[config.mk]
export PLATFORM = sky130hd
export DESIGN_NAME = ialu_exec
export DESIGN_NICKNAME = d
export VERILOG_FILES = /design/src/rtl/ialu_exec_pkg.sv /design/src/rtl/ialu_shifter.sv /design/src/rtl/ialu_exec.sv
export SDC_FILE = /design/constraint.sdc
export NUM_CORES = 1
export LEC_CHECK = 0
export ABC_AREA = 1
export ABC_CLOCK_PERIOD_IN_PS = 3100
export BUFFER_PORTS_ARGS = -buffer_cell sky130_fd_sc_hd__buf_2
export CAP_MARGIN = 15
export CORE_UTILIZATION = 55
export DETAILED_ROUTE_END_ITERATION = 6
export GPL_ROUTABILITY_DRIVEN = 1
export PLACE_DENSITY = 0.75
export SETUP_SLACK_MARGIN = 0.4
export SYNTH_ARGS = -nofsm -noshare
export SYNTH_HDL_FRONTEND = slang
export SYNTH_SLANG_ARGS = --single-unit
[constraint.sdc]
create_clock -name clk -period 3.1 [get_ports clk]
set_input_delay 0.31 -clock clk [delete_from_list [all_inputs] [get_ports clk]]
set_output_delay 0.31 -clock clk [all_outputs]
set_load 0.005 [all_outputs]
[src/rtl/ialu_exec_pkg.sv]
// Shared core definitions: ALU control decoder codes, execute-stage FSM states and datapath helpers.
// The same codes are used whether or not IALU_BARREL_SHIFT_EN is defined.
package ialu_exec_pkg;

    localparam int XLEN = 32;

    localparam logic [4:0] ALU_CTL_ADD    = 5'd0;
    localparam logic [4:0] ALU_CTL_SUB    = 5'd1;
    localparam logic [4:0] ALU_CTL_AND    = 5'd2;
    localparam logic [4:0] ALU_CTL_OR     = 5'd3;
    localparam logic [4:0] ALU_CTL_XOR    = 5'd4;
    localparam logic [4:0] ALU_CTL_SLT    = 5'd5;
    localparam logic [4:0] ALU_CTL_SLTU   = 5'd6;
    localparam logic [4:0] ALU_CTL_SLL    = 5'd7;
    localparam logic [4:0] ALU_CTL_SRL    = 5'd8;
    localparam logic [4:0] ALU_CTL_SRA    = 5'd9;
    localparam logic [4:0] ALU_CTL_PASS_B = 5'd10;

    typedef enum logic [1:0] {
        ST_IDLE  = 2'd0,
        ST_SHIFT = 2'd1,
        ST_DONE  = 2'd2
    } state_t;

    function automatic logic is_shift_op(input logic [4:0] op);
        return (op == ALU_CTL_SLL) || (op == ALU_CTL_SRL) || (op == ALU_CTL_SRA);
    endfunction

    // Single-cycle ops; shift codes and undefined codes yield zero here.
    function automatic logic [XLEN-1:0] alu_compute(input logic [4:0] op,
                                                    input logic [XLEN-1:0] x,
                                                    input logic [XLEN-1:0] y);
        case (op)
            ALU_CTL_ADD:    return x + y;
            ALU_CTL_SUB:    return x - y;
            ALU_CTL_AND:    return x & y;
            ALU_CTL_OR:     return x | y;
            ALU_CTL_XOR:    return x ^ y;
            ALU_CTL_SLT:    return {{(XLEN-1){1'b0}}, ($signed(x) < $signed(y))};
            ALU_CTL_SLTU:   return {{(XLEN-1){1'b0}}, (x < y)};
            ALU_CTL_PASS_B: return y;
            default:        return '0;
        endcase
    endfunction

endpackage

[src/rtl/ialu_shifter.sv]
// Serial one-bit-per-cycle shifter: holds the operand, remaining count, direction and fill bit.
module ialu_shifter
    import ialu_exec_pkg::*;
(
    input  logic            clk,
    input  logic            rst_n,
    input  logic            load,
    input  logic            step,
    input  logic [XLEN-1:0] load_data,
    input  logic [4:0]      load_count,
    input  logic            load_left,
    input  logic            load_arith,
    output logic [4:0]      count,
    output logic [XLEN-1:0] step_data
);

    logic [XLEN-1:0] data_reg;
    logic [4:0]      count_reg;
    logic            left_reg;
    logic            fill_reg;

    always_ff @(posedge clk or negedge rst_n) begin
        if (!rst_n) begin
            data_reg  <= '0;
            count_reg <= '0;
            left_reg  <= 1'b0;
            fill_reg  <= 1'b0;
        end else if (load) begin
            data_reg  <= load_data;
            count_reg <= load_count;
            left_reg  <= load_left;
            fill_reg  <= load_arith & load_data[XLEN-1];
        end else if (step && (count_reg != 5'd0)) begin
            data_reg  <= step_data;
            count_reg <= count_reg - 5'd1;
        end
    end

    // Value after one more bit position; the FSM captures it on the final step.
    assign step_data = left_reg ? {data_reg[XLEN-2:0], 1'b0} : {fill_reg, data_reg[XLEN-1:1]};
    assign count     = count_reg;

endmodule

[src/rtl/ialu_exec.sv]
// Integer ALU execute stage with valid/ready handshakes; shifts are serial unless
// IALU_BARREL_SHIFT_EN is defined, in which case every op completes in one cycle.
module ialu_exec
    import ialu_exec_pkg::*;
(
    input  logic            clk,
    input  logic            rst_n,
    input  logic            inValid,
    output logic            inReady,
    input  logic [4:0]      aluControl,
    input  logic [XLEN-1:0] a,
    input  logic [XLEN-1:0] b,
    output logic            outValid,
    input  logic            outReady,
    output logic [XLEN-1:0] result
);

    state_t          state_reg;
    logic            out_valid_reg;
    logic [XLEN-1:0] result_reg;

    logic            accept;
    logic [4:0]      shamt;
    state_t          start_state;
    logic [XLEN-1:0] start_result;

    assign inReady = (state_reg == ST_IDLE) || ((state_reg == ST_DONE) && outReady);
    assign accept  = inValid && inReady;
    assign shamt   = b[4:0];

    always_comb begin
        start_state  = ST_DONE;
        start_result = alu_compute(aluControl, a, b);
`ifdef IALU_BARREL_SHIFT_EN
        if (aluControl == ALU_CTL_SLL) start_result = a << shamt;
        if (aluControl == ALU_CTL_SRL) start_result = a >> shamt;
        if (aluControl == ALU_CTL_SRA) start_result = $unsigned($signed(a) >>> shamt);
`else
        // A zero-distance shift is just a pass-through of a.
        if (is_shift_op(aluControl)) begin
            start_result = a;
            if (shamt != 5'd0) start_state = ST_SHIFT;
        end
`endif
    end

`ifndef IALU_BARREL_SHIFT_EN
    logic [4:0]      sh_count;
    logic [XLEN-1:0] sh_step_data;

    ialu_shifter u_shifter (
        .clk        (clk),
        .rst_n      (rst_n),
        .load       (accept && (start_state == ST_SHIFT)),
        .step       (state_reg == ST_SHIFT),
        .load_data  (a),
        .load_count (shamt),
        .load_left  (aluControl == ALU_CTL_SLL),
        .load_arith (aluControl == ALU_CTL_SRA),
        .count      (sh_count),
        .step_data  (sh_step_data)
    );
`endif

    always_ff @(posedge clk or negedge rst_n) begin
        if (!rst_n) begin
            state_reg     <= ST_IDLE;
            out_valid_reg <= 1'b0;
            result_reg    <= '0;
        end else begin
            case (state_reg)
                ST_IDLE: begin
                    if (accept) begin
                        state_reg     <= start_state;
                        out_valid_reg <= (start_state == ST_DONE);
                        result_reg    <= start_result;
                    end
                end
`ifndef IALU_BARREL_SHIFT_EN
                ST_SHIFT: begin
                    if (sh_count == 5'd1) begin
                        state_reg     <= ST_DONE;
                        out_valid_reg <= 1'b1;
                        result_reg    <= sh_step_data;
                    end
                end
`endif
                ST_DONE: begin
                    if (accept) begin
                        state_reg     <= start_state;
                        out_valid_reg <= (start_state == ST_DONE);
                        result_reg    <= start_result;
                    end else if (outReady) begin
                        state_reg     <= ST_IDLE;
                        out_valid_reg <= 1'b0;
                    end
                end
                default: begin
                    state_reg     <= ST_IDLE;
                    out_valid_reg <= 1'b0;
                end
            endcase
        end
    end

    assign outValid = out_valid_reg;
    assign result   = result_reg;

endmodule

==> flow_metrics.py, run 1 <==
metrics = {
    "critical_path": {
        "arrival_ps": 2780,
        "crit_chain": "buf_4 > nor2_1 > nand2_1 > nand2_1 > inv_2 > nor2_1 > nand2_1 > nand2_1",
        "path_class": "flop to flop",
        "cp-start-kind": "flop",
        "required_ps": 3340,
        "cp_common_cell": "nand2_1",
        "path_max_fanout": 60,
        "cpPeakStageDelay_ps": 890,
        "worstSetupEndpointType": "flop",
        "critPathSlowestCell": "inv_2",
    },
    "power_and_ir_drop": {
        "fin_total_pwr_mw": 5.28,
        "powerDensity_nw_per_um2": 454,
        "p_leak_nw": 6.79,
        "peakVddDrop_uv": 508,
    },
    "routing": {
        "highest_layer": "met5",
        "avgRoutedWirePerCell_um": 19.8,
        "via_count": 12800,
        "drt_wl_total_um": 42700,
        "ant_nets": 0,
        "first_pass_iters": 6,
        "m1WireLength_um": 17900,
        "wl_met3_um": 5960,
        "met2_length_um": 17400,
        "vias_per_cell": 5.94,
        "route.detailed.drc": 0,
        "first_iter_violations": 1631,
    },
    "global_route": {
        "grt_overflow": 0,
        "grt_max_degree": 74,
        "grt_usage_pct": 43.4,
        "grt_pass1_wl_um": 65400,
        "grt_pass1_vias": 11600,
        "antenna_found_initial": 1,
    },
    "finish": {
        "instances_no_fill": 2157,
        "syn_to_final_growth_pct": 9.81,
        "antenna_cells": 0,
        "fin_util_pct": 61.9,
        "fill_cells": 1897,
        "drive_above_1_share_pct": 8.48,
        "fin_nets": 2110,
    },
    "clocking": {
        "numCtsBuffers": 9,
        "htreeDepth": 3,
        "hold_buffers": 0,
        "clock_latency_ps": 340,
        "clockBufferDepth": 2,
        "cts_tree": "built",
        "cts.clk_slew.worst_paths_ps": 70,
        "root_buffer": "clkbuf_16",
        "post_cts_buffers": 0,
        "cts_sinks": 73,
    },
    "yosys": {
        "synth_async_sr_flop_share_pct": 100,
        "seq_area_frac_synth_pct": 17.3,
        "yosysWarnings": 0,
        "synth_area_um2": 10600,
        "netlist.area_leader.share_pct": 22.4,
        "synth_seq_cells": 73,
        "synth_ff_type": "dfrtp_1",
        "synth_common_cells": "nand2_1 (632), inv_1 (335), nor2_1 (157)",
        "synthTopCellsByArea": "nand2_1 (22%), dfrtp_1 (17%), ha_1 (14%)",
        "synth_edf_count": 0,
        "yosysMostFrequentCell": "nand2_1",
        "syn_inst": 1848,
        "syn_nets": 2039,
        "synth_area_per_cell_um2": 5.73,
        "yosys.area.top_type": "nand2_1",
        "ys_types": 43,
    },
    "sta": {
        "worst_pin_slew_ps": 1110,
        "setup_violations": 0,
        "rsz0062_at_grt": "no",
        "finClkSkew_ps": 11.8,
        "finalMaxSlewViolations": 0,
        "fin_crit_sh_pct": 82.0,
        "fin_hold_ws_ps": 113,
        "period_minus_slack_ps": 2540,
        "final.setup.tns_ps": 0,
        "hold_violations": 0,
        "fmax_ghz": 0.394,
        "relSlewSlack_pct": 25.8,
    },
    "place": {
        "dp_cells": 2142,
        "place.gp.congestion": 1.02,
        "portBuffers": 106,
        "hpwl_um": 33600,
    },
    "die": {
        "dieHeight_um": 141,
        "core_um2": 18800,
        "placementRows": 50,
        "boundaryPins": 107,
        "initial_core_util_pct": 56.4,
        "die_area_um2": 19800,
        "die_x_um": 141,
    },
    "outcome": {
        "status": "completed",
    },
    "min_path": {
        "hp-class": "input pin to asynchronous set/reset pin",
    },
    "run": {
        "maxCapViolCount": 0,
    },
}
==> critical path, delay by kind of cell (launching register included) <==
kind / cells / cell delay [ps]
DFF: 1 / 400
and+or+nand+nor: 6 / 780
buffers and inverters: 2 / 1220
==> through the flow <==
stage | cell area (um2) | setup WS (ps)
2_1_floorplan | 10600 | 1120
3_3_place_gp | 11300 | 228
3_5_place_dp | 11300 | 340
4_1_cts | 11600 | 542
5_1_grt | 11600 | 441
6_report | 11600 | 559
==> layout by cell type, fill, tap and decap left out, drive strengths merged, types with 3 or more instances in the layout <==
cell,synthesis,layout
buf,37,130
nor3,12,12
a211oi,7,7
a221oi,15,15
o21bai,7,7
o22ai,29,29
o21ai,67,67
dfrtp,73,73
clkbuf,33,9
clkinv,1,3
o211ai,19,19
nor2,159,159
nand4,29,29
and2,4,4
ha,116,116
nand3,113,113
nand2,636,636
o221ai,29,29
bufinv,0,3
a21oi,105,105
inv,342,343
o2111ai,4,4
==> per-layer routing <==
metal / vias up / GRT usage, %
li1: 5983 / -
met2: 915 / 64.1
met4: 2 / 13.0
met3: 107 / 10.3
met1: 5802 / 62.3
met5: - / 0
==> path summary, 6_finish.rpt <==
kind,start,to,slack [ps],depth (start not counted)
setup / recovery,state_reg[0],result[25],560,8
hold / removal,rst_n,result[22],110,1
setup reg to reg,state_reg[0],result[25],560,8
hold reg to reg,result[27],result[27],480,2
max in group asynchronous,rst_n,result[12],2350,1
min in group clk,outReady,state_reg[1],250,4
==> cells by family after synthesis <==
kind of cell               Yosys count  share of synthesized area (%)
AOI/OAI and AO/OA                  284                           16.5
xor gates and xnor gates             3                          0.248
adders and majority gates          118                           14.1
buffers and inverters              413                           15.2
DFF                                 73                           17.3
and+or+nand+nor                    957                           36.7
==> power by group <==
group / internal [mW] / leakage [nW] / switching [mW]
sequential: 1.30 / 0.924 / 0.243
clock: 0.788 / 0.166 / 0.440
combinational: 0.802 / 5.70 / 1.71
==> repair_timing <==
item                       CTS  global route
gates resized for setup      0             2
hold endpoints to repair     0             0
setup endpoints to repair    0             1
==> layout make-up <==
class,count,area [um2],area share [%]
clock buffer,9,225,1.94
clock inverter,6,116,1.00
inverter,343,1290,11.1
multi-input combinational,1362,7150,61.5
sequential,73,1830,15.7
tap,234,293,2.52
timing repair buffer,130,726,6.24
Power figures use the tool's default switching activity.
==> run 2: changes to the inputs <==
--- a/config.mk
+++ b/config.mk
@@ -6,7 +6,7 @@
 export NUM_CORES = 1
 export LEC_CHECK = 0
 export ABC_AREA = 1
-export ABC_CLOCK_PERIOD_IN_PS = 3100
+export ABC_CLOCK_PERIOD_IN_PS = 2500
 export BUFFER_PORTS_ARGS = -buffer_cell sky130_fd_sc_hd__buf_2
 export CAP_MARGIN = 15
 export CORE_UTILIZATION = 55
==> constraint.sdc (replaced) <==
create_clock -name clk -period 2.5 [get_ports clk]
set_input_delay 0.25 -clock clk [delete_from_list [all_inputs] [get_ports clk]]
set_output_delay 0.25 -clock clk [all_outputs]
set_load 0.005 [all_outputs]
==> flow_metrics.py, run 2 (synthesis results as in run 1) <==
metrics = {
    "power_and_ir_drop": {
        "powerDensity_nw_per_um2": 538,
        "p_leak_nw": 7.44,
        "switching_power_mw": 3.18,
        "combPwrFrac_pct": 49.6,
        "peakVddDrop_uv": 547,
        "p_clk_share_pct": 22.7,
        "pwr-share-seq_pct": 27.7,
        "power.internal_mw": 3.86,
        "swShare_pct": 45.2,
    },
    "clocking": {
        "clock_latency_ps": 360,
        "cts_tree": "built",
        "cts.clk_slew.worst_paths_ps": 60,
        "cts_sinks": 73,
        "htreeDepth": 3,
        "clockBufferDepth": 2,
        "numCtsBuffers": 9,
        "root_buffer": "clkbuf_16",
    },
    "critical_path": {
        "cpPeakStageDelay_ps": 320,
        "cp-start-kind": "input pin",
        "worstSetupEndpointType": "flop",
        "required_ps": 2730,
        "path_max_fanout": 6,
        "r2r_start": "u_shifter.count[2]",
        "arrival_ps": 2320,
        "critPathLaunch": "b[10]",
        "path_class": "input pin to flop",
        "critPathSlowestCell": "ha_2",
        "crit_chain": "buf_2 > inv_1 > ha_2 > nand2_1 > inv_1 > a21oi_2 > nand3_2 > buf_4 > nand2_1 > nand3_1 > nand3_1 > nand3_1 > o21ai_1 > nand2_1",
    },
    "die": {
        "placementRows": 50,
        "core_um2": 18800,
        "initial_core_util_pct": 56.4,
        "die_x_um": 141,
        "die_area_um2": 19800,
        "dieHeight_um": 141,
        "boundaryPins": 107,
    },
    "finish": {
        "syn_to_final_growth_pct": 23.7,
        "fill_cells": 1728,
        "instances_no_fill": 2289,
        "fin_area_um2": 13100,
        "final_cell_mix": "nand2_1 (618), inv_1 (324), buf_4 (149)",
        "layout_commonest_cell": "nand2_1",
        "drive_above_1_share_pct": 19.3,
        "fin_nets": 2239,
    },
    "min_path": {
        "min_from": "outReady",
        "hp-class": "input pin to flop",
    },
    "global_route": {
        "grt_pass1_wl_um": 68500,
        "grt_overflow": 0,
        "grt_max_degree": 40,
        "grt_usage_pct": 45.8,
        "grt_pass1_vias": 12500,
        "antenna_found_initial": 3,
    },
    "place": {
        "hpwl_um": 35500,
        "dp_cells": 2268,
        "portBuffers": 106,
        "place.gp.congestion": 1.07,
        "postPlaceCellArea_um2": 12300,
    },
    "sta": {
        "finClkSkew_ps": 12.8,
        "fin_hold_ws_ps": 205,
        "hold_violations": 0,
        "period_minus_slack_ps": 2090,
        "setup_violations": 0,
        "worst_pin_slew_ps": 875,
        "rsz0062_at_grt": "yes",
        "finalMaxSlewViolations": 0,
        "fin_crit_sh_pct": 83.5,
        "fmax_ghz": 0.479,
        "relSlewSlack_pct": 41.6,
        "final.setup.tns_ps": 0,
    },
    "routing": {
        "vias_per_cell": 5.96,
        "ant_nets": 0,
        "drt_wl_total_um": 45900,
        "via_count": 13600,
        "first_iter_violations": 1702,
        "route.detailed.drc": 0,
        "first_pass_iters": 6,
        "avgRoutedWirePerCell_um": 20.1,
    },
    "run": {
        "maxCapViolCount": 0,
    },
    "outcome": {
        "status": "completed",
    },
}
[run 2: cell count changes in the layout (fill, tap and decap cells not counted), sizes merged]
cell and change:
buf +128, dlygate4sd3 +1, diode +2, clkbuf +1
clkinv -1, inv +1
[run 2: what timing repair did]
item / CTS / global route
setup buffers: 0 / 2
resized for setup: 5 / 121
setup endpoints to repair: 17 / 22
endpoints found under the hold margin: 37 / 0
pin swaps: 0 / 8
hold buffers: 1 / 0
[run 2: per-layer routing]
layer	vias to the layer above	global-route usage (%)	part of all wire [%]
met3	151	13.3	15
met4	2	16.4	3.6
met5	-	0	0.026
li1	6244	-	-
met2	978	66.3	41
met1	6257	64.3	40
[run 2: final timing paths]
path                                           to  slack [ps]  cells past startpoint
setup / recovery                       result[20]         410                     14
hold / removal                       state_reg[1]         200                      4
setup reg to reg                       result[17]         520                      8
hold reg to reg                         result[9]         470                      2
max in group asynchronous              result[13]        1380                      3
min in group asynchronous  u_shifter.data_reg[24]         430                      2
[run 2: power by group through the flow]
stage | registers (mW) | logic, mW | clock network, mW
floorplan | 1.86 | 1.96 | 0
global placement | 1.92 | 3.15 | 0
detailed placement | 1.94 | 3.21 | 0
CTS | 1.92 | 3.24 | 1.59
global route | 1.98 | 3.81 | 1.61
finish | 1.95 | 3.49 | 1.60
[run 2: layout make-up]
cell class	count	area, um2	share of cell area [%]
clock buffers	10	229	1.75
well taps	234	293	2.24
flip-flops and latches	73	1830	13.9
inverters	343	1290	9.85
diodes	2	5.00	0.0382
multi-input cells	1362	7600	58.1
clock inverters	6	113	0.860
repair buffers	259	1730	13.2
[run 2: worst max-delay path: cells and delay by family]
family	cells	cell delay, ps
buffers and inverters	4	460
and+or+nand+nor	7	840
adders and majority gates	1	320
AOI/OAI and AO/OA	2	440
[run 2: per-stage QoR]
step | power (mW) | utilization (%) | setup slack, ps
floorplan | 3.82 | - | 579
global placement | 5.07 | 65.4 | -43.3
detailed placement | 5.15 | 65.4 | -66.6
CTS | 6.76 | 67.3 | 413
global route | 7.40 | 69.7 | 339
finish | 7.04 | 69.8 | 414
